## config.mk

```make
export PLATFORM = sky130hd
export DESIGN_NAME = db_switch_ctrl
export DESIGN_NICKNAME = d
export VERILOG_FILES = /design/src/rtl/db_switch_ctrl.sv
export SDC_FILE = /design/constraint.sdc
export NUM_CORES = 1
export LEC_CHECK = 0
export CORE_MARGIN = 10
export CORE_UTILIZATION = 25
export CTS_CLUSTER_DIAMETER = 40
export DETAILED_ROUTE_END_ITERATION = 8
export PLACE_DENSITY = 0.39
export SETUP_SLACK_MARGIN = 0.1
export SLEW_MARGIN = 20
export SYNTH_ARGS = -nofsm -noshare
export SYNTH_HDL_FRONTEND = slang
export SYNTH_SLANG_ARGS = --single-unit
```

## constraint.sdc

```tcl
create_clock -name clk -period 9.2 [get_ports clk]
set_input_delay 0.92 -clock clk [delete_from_list [all_inputs] [get_ports clk]]
set_output_delay 0.92 -clock clk [all_outputs]
set_load 0.01 [all_outputs]
```

## src/rtl/db_switch_ctrl.sv

```systemverilog
// Double-buffer bank-switch controller: sequences producer writes and consumer reads per tile and pulses a bank swap.
// Optional sticky protocol-error flag on output err is enabled by defining DB_SWITCH_ERR_EN.
module db_switch_ctrl #(
  parameter int unsigned DEPTH_W = 16,
  parameter int unsigned TILE_W  = 16
) (
  input  logic               clk,
  input  logic               reset,
  input  logic               clk_en,
  input  logic               flush,
  input  logic [DEPTH_W-1:0] depth,
  input  logic               wen_req,
  input  logic               ren_req,
  output logic               wen_out,
  output logic               ren_out,
  output logic               wr_ready,
  output logic               rd_ready,
  output logic               switch_db,
  output logic               bank_sel,
  output logic [TILE_W-1:0]  tile_cnt
`ifdef DB_SWITCH_ERR_EN
  ,
  output logic               err
`endif
);

  localparam logic [1:0] S_IDLE = 2'd0;
  localparam logic [1:0] S_FILL = 2'd1;
  localparam logic [1:0] S_RUN  = 2'd2;
  localparam logic [1:0] S_SWAP = 2'd3;

  logic [1:0]         state_q, state_d;
  logic [DEPTH_W-1:0] depth_q, depth_d;
  logic [DEPTH_W-1:0] wr_cnt_q, wr_cnt_d;
  logic [DEPTH_W-1:0] rd_cnt_q, rd_cnt_d;
  logic               bank_q, bank_d;
  logic [TILE_W-1:0]  tile_q, tile_d;
  logic [DEPTH_W-1:0] wr_inc, rd_inc;

  // Handshake and strobes are decoded from registered state with zero latency.
  assign wr_ready  = ((state_q == S_FILL) || (state_q == S_RUN)) && (wr_cnt_q < depth_q);
  assign rd_ready  = (state_q == S_RUN) && (rd_cnt_q < depth_q);
  assign wen_out   = wen_req & wr_ready & clk_en;
  assign ren_out   = ren_req & rd_ready & clk_en;
  assign switch_db = (state_q == S_SWAP) & clk_en;
  assign bank_sel  = bank_q;
  assign tile_cnt  = tile_q;

  assign wr_inc = wr_cnt_q + DEPTH_W'(wen_out);
  assign rd_inc = rd_cnt_q + DEPTH_W'(ren_out);

  always_ff @(posedge clk or negedge reset) begin
    if (!reset) begin
      state_q  <= S_IDLE;
      depth_q  <= '0;
      wr_cnt_q <= '0;
      rd_cnt_q <= '0;
      bank_q   <= 1'b0;
      tile_q   <= '0;
    end else begin
      state_q  <= state_d;
      depth_q  <= depth_d;
      wr_cnt_q <= wr_cnt_d;
      rd_cnt_q <= rd_cnt_d;
      bank_q   <= bank_d;
      tile_q   <= tile_d;
    end
  end

  // Next-state logic; clk_en low freezes everything, flush overrides every transition.
  always_comb begin
    state_d  = state_q;
    depth_d  = depth_q;
    wr_cnt_d = wr_cnt_q;
    rd_cnt_d = rd_cnt_q;
    bank_d   = bank_q;
    tile_d   = tile_q;
    if (clk_en) begin
      if (flush) begin
        state_d  = S_IDLE;
        wr_cnt_d = '0;
        rd_cnt_d = '0;
        bank_d   = 1'b0;
      end else begin
        case (state_q)
          S_IDLE: begin
            if (depth != '0) begin
              depth_d = depth;
              state_d = S_FILL;
            end
          end
          S_FILL: begin
            wr_cnt_d = wr_inc;
            if (wr_inc == depth_q) state_d = S_SWAP;
          end
          S_RUN: begin
            wr_cnt_d = wr_inc;
            rd_cnt_d = rd_inc;
            if ((wr_inc == depth_q) && (rd_inc == depth_q)) state_d = S_SWAP;
          end
          S_SWAP: begin
            wr_cnt_d = '0;
            rd_cnt_d = '0;
            bank_d   = ~bank_q;
            tile_d   = tile_q + TILE_W'(1);
            state_d  = S_RUN;
          end
          default: state_d = S_IDLE;
        endcase
      end
    end
  end

`ifdef DB_SWITCH_ERR_EN
  logic err_q, err_d;

  // Sticky flag for any request that arrives while its side is not ready.
  always_comb begin
    err_d = err_q;
    if (clk_en) begin
      if (flush) begin
        err_d = 1'b0;
      end else if ((state_q != S_IDLE) &&
                   ((wen_req && !wr_ready) || (ren_req && !rd_ready))) begin
        err_d = 1'b1;
      end
    end
  end

  always_ff @(posedge clk or negedge reset) begin
    if (!reset) err_q <= 1'b0;
    else        err_q <= err_d;
  end

  assign err = err_q;
`endif

endmodule

```

; ---- Word level (Yosys, flattened, before mapping)
; Index checks and enable logic that the tools add are counted.
[totals]
regBits = 67
inputBits = 22
[op_classes]
add_sub_neg = 3
n_lt_le_gt_ge = 2
n_eq_ne = 8
n_mux = 11
bitwise_logic = 7
n_reduce_logical = 16
[op_table]
columns = operator, count
row1 = one-hot mux 16 bit (2 select lines), 2
row2 = adder 16 x 1 -> 16 bit, 2
row3 = equality test 16 bit, 2
row4 = less-than comparator 16 bit, 2
row5 = 2-to-1 mux 16 bit, 2
row6 = adder 16 x 1 -> 16 bit (second input constant), 1
row7 = nonzero test 16 bit, 1
row8 = 2-to-1 mux 2 bit, 4
row9 = one-hot mux 2 bit (4 select lines), 1
row10 = AND reduction 4 bit, 2
row11 = != test 3 x 2 -> 1 bit (second input constant), 2
row12 = AND reduction 2 bit, 3
row13 = nonzero test 3 bit, 2
row14 = bitwise AND 1 bit, 5
row15 = equality test 2 bit (second input constant), 2
row16 = logical AND 1 bit, 3
row17 = != test 3 bit (second input constant), 1
row18 = AND reduction 3 bit, 1
row19 = equality test 2 x 1 -> 1 bit (second input constant), 1
row20 = logical NOT 2 bit, 1
row21 = 2-to-1 mux 1 bit, 2
row22 = inverter 1 bit, 2
row23 = nonzero test 2 bit, 1
row24 = OR reduction 2 bit, 1
row25 = logical OR 1 bit, 1

; ---- Depth between registers and ports, before layout
[logic_depth]
word_depth = 11
ltp_mapped = 19
depth_no_buf = 18

; ---- Worst setup path after synthesis
; No wires, ideal clock.
[synth_path]
path_type = register to register
from = register depth_q[1]
to = register state_q[0]
setup_ns = 0.125
arrival_ns = 4.067
slack_ns = 5.008
path_stages_with_launch = 19
path_buffers = 0
cell_sequence = dfrtp_1 > inv_1 > ha_1 > a21o_1 > a21o_1 > a21o_1 > a21oi_1 > o21ai_0 > a21oi_1 > and3_1 > ha_1 > nand4_4 > nor4_4 > xnor2_1 > a211o_1 > or4_4 > o31ai_4 > a211o_2 > nand3_1
[synth_via]
elab_chain_cells = 9
[synth_rtl]
columns = element, line
row1 = from (decl), 33  ; logic [DEPTH_W-1:0] depth_q, depth_d;
row2 = from (signal assigned), 62  ; depth_q <= depth_d;
row3 = less-than comparator 16 bit, 42  ; assign rd_ready = (state_q == S_RUN) && (rd_cnt_q < depth_q);
row4 = logical AND 1 bit, 42
row5 = net rd_ready, 17  ; output logic rd_ready,
row6 = bitwise AND 1 bit (2 in series), 44  ; assign ren_out = ren_req & rd_ready & clk_en;
row7 = net ren_out, 15  ; output logic ren_out,
row8 = adder 16 x 1 -> 16 bit, 50  ; assign rd_inc = rd_cnt_q + DEPTH_W'(ren_out);
row9 = equality test 16 bit, 99  ; if ((wr_inc == depth_q) && (rd_inc == depth_q)) state_d = S_SWAP;
row10 = logical AND 1 bit, 99
row11 = != test 3 x 2 -> 1 bit (no source line), n/a
row12 = AND reduction 4 bit (no source line), n/a
row13 = to (signal assigned), 61  ; state_q <= state_d;
row14 = to (decl), 32  ; logic [1:0] state_q, state_d;
; The timed path passes the listed nets, and every way through them passes these cells.
; A chain may end at the register's enable or synchronous reset.

; ---- Final worst setup path
[layout_path]
from = register depth_q[9]
to = register state_q[0]
[layout_via]
elab_chain_cells = 9
[layout_rtl]
columns = element, line
row1 = less-than comparator 16 bit (on tied branches), "41, 42"
row2 = logical AND 1 bit (on tied branches), "41, 42"
row3 = bitwise AND 1 bit (on tied branches) (2 in series), "43, 44"
row4 = adder 16 x 1 -> 16 bit (on tied branches), "49, 50"
row5 = equality test 16 bit (on tied branches), "94, 99"
row6 = logical AND 1 bit, 99
row7 = != test 3 x 2 -> 1 bit (no source line), n/a
row8 = AND reduction 4 bit (no source line) *, n/a
; Every way passes the cells marked *; elsewhere a longest branch is shown, timed or not.

==> flow_summary.ini <==
[die]
io_pins = 44
num_rows = 50
die_y_um = 159
start_util_pct = 25.6
core_area_mm2 = 0.0189
die-area_mm2 = 0.0253
fp.dieW_um = 159

[global_routing]
grt_pass1_vias = 3946
antenna_found_initial = 0
grt_max_degree = 68
grt_pass1_wl_um = 23000
grt_overflow = 0
grtUsageTotal_pct = 11.3

[power]
leakage_nw = 2.61
p_int_mw = 0.778
power_frac_seq_pct = 33.8
ir_drop_v = 0.0000745
power_density_mw_per_mm2 = 217
p_sw_mw = 0.487
swShare_pct = 38.5
power_mw = 1.27
combinationalPowerShare_pct = 37.2
p_clk_share_pct = 29.0

[critical_path]
required_ps = 9430
regToRegStartpoint = depth_q[9]
crit_family = compound AO/OA/AOI/OAI gates
path_class = reg -> reg
endpoint_kind = register
cp_slowest_cell = nor3_1
worstPathCellList = inv_1 -> ha_1 -> a21o_1 -> a21o_1 -> a21oi_1 -> nand2b_1 -> nor3_1 -> o21ai_0 -> a21oi_1 -> ha_1 -> nand4_1 -> nor3_1 -> o21ai_0 -> o211ai_1 -> o311ai_0 -> o32ai_1 -> a211o_2 -> nand3_1
r2r_slack_ps = 4460
max_stage_delay_ps = 550
cp.arrival_ps = 4970
r2r.worst_path.cells = 18
r2r-end = state_q[0]
crit_path_max_fanout = 6
start_kind = register
timing.critical_path.buf_inv = 1

[timing]
hold_ws_ps = 485
fin_crit_ps = 4740
rsz0062_at_grt = no
tightest_slew_ps = 913
tns_ps = 0
period_share_pct = 51.5
slew_headroom_pct = 39.0
setup_viol = 0
hold_viol_final = 0
slew_viol_final = 0
fin_worst_skew_ps = 10.0
clock.fmax_ghz = 0.211
fin_ws_ps = 4460

[clocking]
cts_setup_buffers = 0
root_buffer = clkbuf_16
worst_skew_pair.late_latency_ps = 350
cts_resized = 0
htreeDepth = 3
cts_buffers = 9
max-clock-path-buffers = 2
postCtsHoldBufs = 0
cts.clk_slew.worst_paths_ps = 70
cts_num_sinks = 67
cts_tree = yes

[detailed_routing]
first_pass_iters = 5
via_per_inst = 4.79
routedWlPerCell_um = 17.0
routed_wl_um = 14200
initialDrtViolationCount = 285
detail-route-antenna-nets = 0
vias = 4009
drc = 0

[yosys]
yosysSeqAreaShare_pct = 34.6
avgSynthCellArea_um2 = 9.04
synth_edf_count = 0
ys_seq_elements = 67
syn-cell-area_mm2 = 0.00484
synth_top_flop_cell = dfrtp_1
syn-num-nets = 598
yosys_warnings = 0
synth.distinct_cells = 46
syn_inst = 536
synth-async-reset-ratio_pct = 100

[place]
routabilityCongestion = 0.816
dp_cells = 821
numPortBuffers = 43
pre_cts_ws_ps = 4530
hpwl_um = 10700

[hold_path]
hp-class = reg -> reg
holdPathStages = 1
hp-start = tile_cnt[15]
holdPathEnd = tile_cnt[15]

[final_layout]
drive_gt1_share_pct = 9.01
antenna_cells = 0
nets = 634
syn_to_final_growth_pct = 20.6
fin_cells = 837

[run_status]
status = finished, final reports clean

[run]
drv_cap = 0
-- cell type report --
class,instances,area (um2)
Clock buffer,9,225
Clock inverter,7,82.6
Fill cell,1990,13100
Inverter,29,109
Multi-Input combinational cell,419,2970
Sequential cell,67,1680
Tap cell,260,325
Timing Repair Buffer,46,448
-- synthesized netlist by cell type (2+ instances only) --
cell,instances,area share [%]
dfrtp_1,67,35
o21ai_0,53,5.5
nand2_1,48,3.7
ha_1,40,10
xnor2_1,37,6.7
nor2_1,31,2.4
inv_1,28,2.2
a21oi_1,22,2.3
xor2_1,20,3.6
mux2_2,19,4.4
nand3_1,19,2.0
nand4_1,19,2.5
a21o_1,16,2.5
clkbuf_1,16,1.2
o31ai_1,15,2.3
nor3_1,12,1.2
and3_1,10,1.3
nand2b_1,8,1.0
nor4_1,8,1.0
buf_2,5,0.52
a22o_1,3,0.54
mux2i_1,3,0.62
nand4_4,3,1.3
o22ai_1,3,0.39
or3_1,3,0.39
a211o_2,2,0.41
a211oi_1,2,0.31
nand4b_1,2,0.36
nor3b_1,2,0.31
nor4_2,2,0.52
o41ai_1,2,0.36
or4_1,2,0.31
-- metal layers --
| layer | wire [um] | part of all wire [%] | track usage, % | vias to the layer above |
|---|---|---|---|---|
| li1 | - | - | - | 2001 |
| met1 | 7120 | 50 | 15.2 | 1946 |
| met3 | 305 | 2.1 | 1.76 | 14 |
| met4 | 231 | 1.6 | 4.34 | 0 |
| met5 | 0 | 0 | 0 | - |
| met2 | 6570 | 46 | 17.9 | 48 |
-- power by group through the flow --
stage / Sequential, mW / Clock, mW / Combinational, mW
after floorplan: 0.399 / 0 / 0.335
after global placement: 0.435 / 0 / 0.465
after detailed placement: 0.436 / 0 / 0.471
after CTS: 0.430 / 0.378 / 0.477
after global routing: 0.439 / 0.388 / 0.531
final: 0.428 / 0.367 / 0.470
-- how the worst max path moves through the flow --
| stage | startpoint | endpoint | slack (ps) | depth (start not counted) |
|---|---|---|---|---|
| after global routing | depth_q[9] | state_q[0] | 3910 | 18 |
| after global placement | depth_q[9] | state_q[0] | 4660 | 18 |
| after detailed placement | depth_q[9] | state_q[0] | 4530 | 18 |
| after floorplan | depth_q[1] | state_q[0] | 5010 | 18 |
| final | depth_q[9] | state_q[0] | 4460 | 18 |
| after CTS | depth_q[9] | state_q[0] | 4490 | 18 |
-- metrics by stage --
step           util (%)  area, um2
4_1_cts            30.9       5840
6_report           30.9       5840
3_5_place_dp       29.3       5530
5_1_grt            30.9       5840
3_3_place_gp       29.3       5530
2_1_floorplan         -       4840
-- registers in the layout (all words and copies together), names as in the netlist --
| name | cells |
|---|---|
| depth_q | 16 |
| bank_sel | 1 |
| wr_cnt_q | 16 |
| state_q | 2 |
| rd_cnt_q | 16 |
| tile_cnt | 16 |
-- cell usage in the layout, fill, tap and decap left out, types with 2 or more instances in the layout --
cell type and count:
inv_6 4, o22ai_1 3, o31ai_1 15, nor3_1 12
nand2b_1 8, nand4_1 19, o21ai_0 53, buf_4 3
dfrtp_1 67, clkbuf_16 9, xor2_1 20, nor2_1 31
a211o_2 2, or4_1 2, and3_1 10, nand3_1 19
nand4b_1 2, clkdlybuf4s50_1 42, o41ai_1 2, nand4_4 3
a211oi_1 2, nand2_1 48, a21o_1 16, nor4_2 2
a22o_1 3, inv_1 28, nor3b_1 2, a21oi_1 22
mux2i_1 3, mux2_2 19, or3_1 3, clkinv_4 2
xnor2_1 37, ha_1 40, nor4_1 8
-- cells by family after synthesis --
logic type	Yosys count	synth area share (%)
compound gates	125	16.0
xor+xnor	57	10.3
fa+ha+maj	40	10.3
buf+inv	50	4.00
flops	67	34.6
mux	22	5.04
simple gates	175	19.7
Note: power is estimated with default switching activity, not from simulation.
